===== src/rtl/sne_evt_stream_pkg.sv =====
// Shared types for the SNE event-stream blocks.
//   uevent_t            : one event word as carried on an event stream
//   streamer_state_e    : control states of the memory-to-stream source
//   STREAMER_FIFO_DEPTH : output buffering of the memory streamer
package sne_evt_stream_pkg;

  typedef struct packed {
    logic [1:0]  op;
    logic [5:0]  unit_id;
    logic [7:0]  neuron_id;
    logic [15:0] tstamp;
  } uevent_t;

  typedef enum logic [1:0] {
    IDLE,
    RUN,
    DRAIN,
    ABORT
  } streamer_state_e;

  localparam int unsigned STREAMER_FIFO_DEPTH = 2;
  localparam int unsigned UEVENT_W            = $bits(uevent_t);

endpackage


===== src/rtl/sne_evt_fifo2.sv =====
// Two-entry uevent_t FIFO feeding the streamer output.
// Entry 0 is always the head, so the stream output is a plain register.
//   clk, rst : clock, asynchronous active-high reset
//   push     : write wdata (accepted when not full, or when full with pop)
//   wdata    : event to write
//   pop      : remove the head (ignored when empty)
//   flush    : keep only a head that is not leaving this cycle, drop the rest
//              and any concurrent push
//   count    : number of stored entries (0..2)
//   valid    : FIFO holds at least one entry
//   head     : entry at the head of the FIFO
module sne_evt_fifo2
  import sne_evt_stream_pkg::*;
(
  input  logic       clk,
  input  logic       rst,
  input  logic       push,
  input  uevent_t    wdata,
  input  logic       pop,
  input  logic       flush,
  output logic [1:0] count,
  output logic       valid,
  output uevent_t    head
);

  uevent_t    entry0;
  uevent_t    entry1;
  logic [1:0] cnt;
  logic [1:0] wr_idx;
  logic       do_pop;
  logic       do_push;

  always_comb begin
    do_pop  = pop && (cnt != 2'd0);
    do_push = push && ((cnt != 2'(STREAMER_FIFO_DEPTH)) || do_pop);
    wr_idx  = cnt - {1'b0, do_pop};
  end

  always_ff @(posedge clk or posedge rst) begin
    if (rst) begin
      cnt    <= '0;
      entry0 <= '0;
      entry1 <= '0;
    end else if (flush) begin
      // A head that stays presented is retained in place; everything else goes.
      cnt <= ((cnt != 2'd0) && !do_pop) ? 2'd1 : 2'd0;
    end else begin
      if (do_pop) begin
        entry0 <= entry1;
      end
      if (do_push) begin
        if (wr_idx == 2'd0) begin
          entry0 <= wdata;
        end else begin
          entry1 <= wdata;
        end
      end
      cnt <= cnt + {1'b0, do_push} - {1'b0, do_pop};
    end
  end

  assign count = cnt;
  assign valid = (cnt != 2'd0);
  assign head  = entry0;

endmodule


===== src/rtl/sne_evt_mem_streamer.sv =====
// Memory-to-stream event source: reads cfg_num_evt_i words starting at
// cfg_base_addr_i through a latency-1 memory read port and emits each one as
// a uevent_t on a valid/ready stream, one event per cycle when unstalled.
//   clk_i, rst_i        : clock, asynchronous active-high reset
//   cfg_start_i         : start pulse (IDLE only)
//   cfg_abort_i         : abort request (RUN/DRAIN only)
//   cfg_base_addr_i     : first word address
//   cfg_num_evt_i       : number of events in the run
//   busy_o              : run in progress
//   done_o              : one-cycle completion/abort pulse
//   aborted_o           : last run was terminated by abort
//   evt_cnt_o           : events handshaken in the current run
//   mem_addr_o          : read address
//   mem_enable_o        : read enable
//   mem_data_i          : read data, one cycle after enable
//   evt_valid_o/evt_o   : stream valid / event
//   evt_ready_i         : stream ready
module sne_evt_mem_streamer
  import sne_evt_stream_pkg::*;
#(
  parameter int unsigned AW        = 32,
  parameter int unsigned NW        = 16,
  parameter int unsigned ADDR_STEP = 1
) (
  input  logic          clk_i,
  input  logic          rst_i,
  input  logic          cfg_start_i,
  input  logic          cfg_abort_i,
  input  logic [AW-1:0] cfg_base_addr_i,
  input  logic [NW-1:0] cfg_num_evt_i,
  output logic          busy_o,
  output logic          done_o,
  output logic          aborted_o,
  output logic [NW-1:0] evt_cnt_o,
  output logic [AW-1:0] mem_addr_o,
  output logic          mem_enable_o,
  input  uevent_t       mem_data_i,
  output logic          evt_valid_o,
  output uevent_t       evt_o,
  input  logic          evt_ready_i
);

  streamer_state_e state;
  logic [AW-1:0]   rd_addr;
  logic [NW-1:0]   rd_left;
  logic [NW-1:0]   evt_cnt;
  logic            inflight;
  logic            done;
  logic            aborted;

  logic [1:0]      fifo_cnt;
  logic            fifo_valid;
  uevent_t         fifo_head;

  logic            hs;
  logic [2:0]      occ;
  logic            rd_en;
  logic            abort_req;
  logic            drain_done;
  logic            flush;

  always_comb begin
    hs         = fifo_valid && evt_ready_i;
    // Credit counts the head leaving this cycle, otherwise a 2-deep FIFO
    // could not sustain one event per cycle with a latency-1 memory.
    occ        = {1'b0, fifo_cnt} + {2'b0, inflight} - {2'b0, hs};
    abort_req  = cfg_abort_i && ((state == RUN) || (state == DRAIN));
    rd_en      = (state == RUN) && !cfg_abort_i && (rd_left != '0) &&
                 (occ < 3'(STREAMER_FIFO_DEPTH));
    // Completion is recognised on the final handshake so done follows it
    // by exactly one cycle; it takes priority over a coincident abort.
    drain_done = (state == DRAIN) && !inflight &&
                 ((fifo_cnt == 2'd0) || ((fifo_cnt == 2'd1) && hs));
    flush      = abort_req && !drain_done;
  end

  sne_evt_fifo2 u_fifo (
    .clk   (clk_i),
    .rst   (rst_i),
    .push  (inflight),
    .wdata (mem_data_i),
    .pop   (hs),
    .flush (flush),
    .count (fifo_cnt),
    .valid (fifo_valid),
    .head  (fifo_head)
  );

  always_ff @(posedge clk_i or posedge rst_i) begin
    if (rst_i) begin
      state    <= IDLE;
      rd_addr  <= '0;
      rd_left  <= '0;
      evt_cnt  <= '0;
      inflight <= 1'b0;
      done     <= 1'b0;
      aborted  <= 1'b0;
    end else begin
      done     <= 1'b0;
      inflight <= rd_en;

      if (hs && (evt_cnt != '1)) begin
        evt_cnt <= evt_cnt + NW'(1);
      end

      if (rd_en) begin
        rd_addr <= rd_addr + AW'(ADDR_STEP);
        rd_left <= rd_left - NW'(1);
      end

      unique case (state)
        IDLE: begin
          if (cfg_start_i) begin
            rd_addr <= cfg_base_addr_i;
            rd_left <= cfg_num_evt_i;
            evt_cnt <= '0;
            aborted <= 1'b0;
            if (cfg_num_evt_i == '0) begin
              done <= 1'b1;
            end else begin
              state <= RUN;
            end
          end
        end
        RUN: begin
          if (abort_req) begin
            state <= ABORT;
          end else if (rd_en && (rd_left == NW'(1))) begin
            state <= DRAIN;
          end
        end
        DRAIN: begin
          if (drain_done) begin
            state <= IDLE;
            done  <= 1'b1;
          end else if (abort_req) begin
            state <= ABORT;
          end
        end
        ABORT: begin
          // Only the event that was presented at abort time can remain.
          if (!fifo_valid || hs) begin
            state   <= IDLE;
            done    <= 1'b1;
            aborted <= 1'b1;
          end
        end
        default: state <= IDLE;
      endcase
    end
  end

  assign busy_o       = (state != IDLE);
  assign done_o       = done;
  assign aborted_o    = aborted;
  assign evt_cnt_o    = evt_cnt;
  assign mem_addr_o   = rd_addr;
  assign mem_enable_o = rd_en;
  assign evt_valid_o  = fifo_valid;
  assign evt_o        = fifo_head;

endmodule


===== config.mk =====
export PLATFORM = sky130hd
export DESIGN_NAME = sne_evt_mem_streamer
export DESIGN_NICKNAME = d
export VERILOG_FILES = /design/src/rtl/sne_evt_stream_pkg.sv /design/src/rtl/sne_evt_fifo2.sv /design/src/rtl/sne_evt_mem_streamer.sv
export SDC_FILE = /design/constraint.sdc
export NUM_CORES = 1
export LEC_CHECK = 0
export BUFFER_PORTS_ARGS = -buffer_cell sky130_fd_sc_hd__buf_2
export CORE_MARGIN = 4
export CORE_UTILIZATION = 54
export DETAILED_ROUTE_END_ITERATION = 10
export PLACE_DENSITY = 0.81
export SYNTH_ARGS = -nofsm -noshare
export SYNTH_HDL_FRONTEND = slang
export SYNTH_SLANG_ARGS = --single-unit

===== constraint.sdc =====
create_clock -name clk_i -period 5.53 [get_ports clk_i]
set_input_delay 0.553 -clock clk_i [delete_from_list [all_inputs] [get_ports clk_i]]
set_output_delay 0.553 -clock clk_i [all_outputs]
set_load 0.05 [all_outputs]

# Word-level counts from Yosys, hierarchy flattened
# Cells that the tools add are included.
[word_totals] reg_bits=135 output_inout_bits=85 in_bits=85 wordCells=103
[classes] eq_ne=12 magnitude_cmp=1 n_mux=30 n_bitwise=2 n_reduce_logical=34 add_sub_neg=8
[ops] op="two-way mux 32 bit" count=6
[ops] op="two-way mux 16 bit" count=6
[ops] op="adder 32 x 1 -> 32 bit, second input constant" count=1
[ops] op="adder 16 x 1 -> 16 bit, second input constant" count=1
[ops] op="== test 16 x 1 -> 1 bit, second input constant" count=1
[ops] op="logical NOT 16 bit" count=1
[ops] op="two-way mux 2 bit" count=8
[ops] op="!= test 16 bit, second input constant" count=1
[ops] op="nonzero test 16 bit" count=1
[ops] op="subtractor 16 x 1 -> 16 bit, second input constant" count=1
[ops] op="logical AND 1 bit" count=14
[ops] op="!= test 2 bit, second input constant" count=4
[ops] op="case mux 2 bit (4 select lines)" count=1
[ops] op="two-way mux 1 bit" count=7
[ops] op="logical NOT 2 bit" count=3
[ops] op="AND reduction 3 bit" count=2
[ops] op="nonzero test 2 bit" count=3
[ops] op="logical NOT 1 bit" count=5
[ops] op="AND reduction 5 bit" count=1
[ops] op="== test 2 x 1 -> 1 bit, second input constant" count=2
[ops] op="== test 2 bit, second input constant" count=2
[ops] op="logical OR 1 bit" count=4
[ops] op="subtractor 2 x 1 -> 2 bit" count=2
[ops] op="adder 2 x 1 -> 3 bit" count=1
[ops] op="other kinds (8)" count=9

# Depth between registers and ports, before layout
[depth] ltp_word=9 depth_mapped=13

# By module
# From an unflattened synthesis, not the netlist that was laid out.
[unflattened] hier_cells=709 hier_area_um2=7323.3
[modules_own_cells] module="sne_evt_mem_streamer" area_per_inst_um2=4174.0 cells_each=473 n_inst=1 seq_area_each_um2=1726.7
[modules_own_cells] module="sne_evt_fifo2" area_per_inst_um2=3149.3 cells_each=236 n_inst=1 seq_area_each_um2=1651.6

# Worst setup path after synthesis
# No wires, ideal clock.
[synth_timing] kind="reg-to-output" startpoint="register u_fifo.cnt[1] (netlist: u_fifo.count[1])" endpoint="output mem_enable_o" arrival_ns=2.783 stages_incl_launch_ff=11 n_path_buf=1 setup_slack_ns=2.194 path_cell_list="dfrtp_1 buf_6 o21ai_1 inv_1 ha_1 nand2b_1 fa_1 nand3b_1 nor2_1 nand2_1 inv_1"
[synth_between] elab_chain_cells=5 word_cells_on_any_way=6 cone_classes="2 x add/sub; 1 x order compare; 3 x reduce/logical"
[synth_lines] element="start: declaration" line="sne_evt_fifo2.sv:28" text="logic [1:0] cnt;"
[synth_lines] element="start signal: assignment" line="sne_evt_fifo2.sv:46" text="cnt <= ((cnt != 2'd0) && !do_pop) ? 2'd1 : 2'd0;"
[synth_lines] element="start signal: assignment" line="sne_evt_fifo2.sv:58" text="cnt <= cnt + {1'b0, do_push} - {1'b0, do_pop};"
[synth_lines] element="parallel branches: the longest is 2 deep, another holds adder 2 x 1 -> 3 bit"
[synth_lines] element="subtractor 3 x 1 -> 3 bit *" line="sne_evt_mem_streamer.sv:66" text="occ = {1'b0, fifo_cnt} + {2'b0, inflight} - {2'b0, hs};"
[synth_lines] element="less-than comparator 3 x 2 -> 1 bit *" line="sne_evt_mem_streamer.sv:69" text="(occ < 3'(STREAMER_FIFO_DEPTH));"
[synth_lines] element="logical AND 1 bit *" line="sne_evt_mem_streamer.sv:68" text="rd_en = (state == RUN) && !cfg_abort_i && (rd_left != '0) &&"
[synth_lines] element="end: declaration" line="sne_evt_mem_streamer.sv:36" text="output logic mem_enable_o,"
# Mark *: on every way between the ends.

# Final worst setup path
# Same ends and word-level chain as after synthesis.

==> summary.md <==
| Metric | Value |
|---|---|
| Status | finished, final reports clean |
| Max Freq | 233 MHz |
| P_int | 2980 uW |
| FP Rows | 41 |
| Antenna violations before repair | 1 |
| Final nets | 931 |
| P per Cell Area | 645 mW/mm^2 |
| R2R Path End | mem_addr_o[31] |
| Max Cap Violations | 0 |
| Slowest-stage cell, CP | dfrtp_1 |
| Root Buffer | clkbuf_16 |
| Area contributors post-synth | dfrtp_1, mux2_2, a2bb2oi_1, xnor2_1, nand2_1 |
| Async SR Flop Fraction | 100% |
| Drc violations | 0 |
| Initial Utilization | 55.1% |
| GP Congestion | 0.881 |
| Layout fillers | 970 |
| Vias per cell | 5.90 |
| Synth area leader | dfrtp_1 |
| Most used standard cell by instance count after synthesis | dfrtp_1 |
| WL final | 17600 um |
| Setup CP Type | reg -> out |
| Final setup fails | 0 |
| Area fraction in compound gates after synthesis | 14.4% |
| GR Util All Layers | 24.8% |
| Post-CTS Setup Inserts | 0 |
| Mux cell area share after synthesis | 6.25% |
| Post-Synth XOR/XNOR Area | 6.21% |
| Critical Path End Type | output port |
| Switching fraction of total power | 45.4% |
| Core ar. | 0.0126 mm^2 |
| Grt ovf | 0 |
| Clk Latency, worst-skew pair | 0.42 ns |
| Pin count of the biggest net entering global routing | 73 |
| CTS buffer count | 17 |
| CP arrival | 3.73 ns |
| Clock sink total | 135 |
| Slew HR | 19.6% |
| IO Count | 170 |
| Synth Register Bits | 135 |
| DRT Pass-1 Iters | 5 |
| Seq/Total Area, Yosys | 48.8% |
| Number of diodes | 0 |
| Hold_buf cts | 0 |
| Slew Viols, Final | 0 |
| Share of layout cells above drive strength 1 | 30.6% |
| Cell mode on critical path | inv_1 |
| Vias in the first global route | 5970 |
| Post-Synthesis Cells | 676 |
| Die W | 121 um |
| Worst-path cell chain | o21ai_1 > inv_1 > ha_1 > nand2b_1 > fa_1 > nand3b_1 > nor2_1 > nand2_1 > inv_1 > buf_2 |
| Net switching power figure | 2480 uW |
| RR Startpoint | u_fifo.count[1] |
| Layout area overhead | 22.3% |
| HPWL Detailed | 12200 um |
| Reg2reg path depth | 10 |
| Yosys warnings | 0 |
| Syn nets | 775 |
| First-pass GRT wire length | 29200 um |
| Die area | 0.0147 mm^2 |
| Die Ht | 121 um |
| Adder-Cell Fraction of Synth Area | 2.64% |
| Post-CTS sizing | 0 |
| Worst Skew | 0.00775 ns |
| Max clock buf depth | 2 |
| Synth top area share | 48.8% |
| Critical path required time | 4.98 ns |
| Total number of vias | 5991 |
| CTS tree | done |
| Dominant combinational cell family by area after synthesis | simple AND/OR/NAND/NOR gates |
| Wire length per cell | 17.3 um |
| Top cells by count, synth | dfrtp_1, nand2_1, nor2_1, o21ai_0, mux2_2 |
| Sequential share of power | 33.1% |
| Clock share of power | 21.4% |
| Setup_tns | 0 ns |
| Final hold viol count | 0 |
| Crit start category | flop |
| Tcrit/Tclk final | 77.5% |
| EDFF count, synth | 0 |
| Simple-Gate Fraction of Synth Area | 17.9% |
| Hold Crit Class | in -> async |
| Worst VDD drop | 0.418 mV |
| Clock transition at path regs | 0.06 ns |
| Final ANT Viol Nets | 0 |
| DRT iter0 DRCs | 484 |
| Syn_area_per_cell | 10.3 um^2 |
| Cell Area, Synth | 0.00693 mm^2 |
| Buffers and inverters on the worst path | 3 |
| Actual slew at the worst max-slew pin | 1.20 ns |
| Minimum hold slack | 0.323 ns |
| Leakage power | 0.00376 uW |
| # port buffers | 169 |
| RSZ-0062 raised after global routing | no |
| Setup slack, reg-to-reg | 1.50 ns |
| Netlist cell types | 57 |
| Crit path largest cell delay | 0.55 ns |
| H-Tree Depth | 4 |
| Top_reg_cell synth | dfrtp_1 |
| Crit path time final | 4.29 ns |
| Crit-path max FO | 10 |
| Power share of the combinational group | 45.6% |
| Crit path max-delay family | simple AND/OR/NAND/NOR gates |
worst reg2reg max path, delay by kind of cell, from the launching register on:
family | cells | cell delay [ns]
buffers and inverters | 1 | 0.10
flip-flops | 1 | 0.55
AND/OR/NAND/NOR | 6 | 2.06
adder cells (fa/ha/maj) | 2 | 0.77
AO/OA/AOI/OAI | 1 | 0.50
worst max-delay path by stage:
stage	from	to	slack, ns	cells past startpoint
detailed placement	u_fifo.count[1]	mem_addr_o[26]	1.50	10
finish	u_fifo.count[1]	mem_enable_o	1.24	10
CTS	u_fifo.count[1]	mem_enable_o	1.21	10
floorplan	rst_i	aborted_o	1.37	1
global route	u_fifo.count[1]	mem_enable_o	1.01	10
global placement	u_fifo.count[1]	mem_addr_o[26]	1.68	10
state kept, by name, indices dropped and copies added (netlist names), 2 cells and up:
signal,count
evt_cnt_o,16
mem_addr_o,32
rd_left,16
state,2
u_fifo.count,2
u_fifo.entry1,32
u_fifo.head,32
logic make-up (layout without fill, tap and decap cells):
logic type | Yosys count | after routing
flops | 135 | 135
fa+ha+maj | 14 | 14
compound gates | 149 | 149
simple gates | 229 | 229
mux | 39 | 39
buf+inv | 63 | 231
xor+xnor | 47 | 47
layer usage:
metal  wire length, um  vias up  global-route usage [%]
li1                  -     2808                       -
met1              7260     2912                    31.7
met2              8520      236                    40.6
met3              1390       33                    6.99
met4               391        2                    8.89
met5                 9        -                       0
metrics by stage:
step                      total power, uW  area (um^2)  std cells  utilization, %  setup WS (ns)
final                                5470         8480       1016            67.4           1.24
after global routing                 5780         8480       1016            67.4           1.01
after CTS                            5490         8480       1016            67.4           1.21
after detailed placement             4300         7860        985            62.5           1.50
after global placement               4190         7860        985            62.5           1.68
after floorplan                      3680         6930        676               -           1.37
power groups by stage:
stage | clock network, uW | logic [uW] | registers (uW)
final | 1170 | 2490 | 1810
after global placement | 0 | 2410 | 1780
after detailed placement | 0 | 2490 | 1810
after CTS | 1180 | 2500 | 1800
after floorplan | 0 | 1160 | 2520
after global routing | 1230 | 2680 | 1870
layout make-up:
class | count | area [um^2] | share of cell area, %
well taps | 172 | 215 | 2.54
flip-flops and latches | 135 | 3380 | 39.9
inverters | 26 | 100 | 1.18
repair buffers | 174 | 883 | 10.4
multi-input cells | 478 | 3280 | 38.7
clock inverters | 10 | 145 | 1.71
clock buffers | 21 | 470 | 5.55
cell usage in the layout, fill, tap and decap left out, types with 7 or more instances in the layout:
cell	Yosys	final
a21oi_1	12	11
a2bb2oi_1	33	33
a31oi_1	14	14
buf_2	5	169
clkbuf_16	0	17
dfrtp_1	135	135
ha_1	13	13
inv_1	26	25
mux2_2	34	34
nand2_1	55	55
nand3_1	25	25
nand4_1	26	26
nor2_1	43	43
nor3_1	13	13
nor4_1	17	17
o21ai_0	37	37
o22ai_1	32	32
or3_1	7	7
xnor2_1	24	24
xor2_1	22	22
Note: power is estimated with default switching activity, not from simulation.
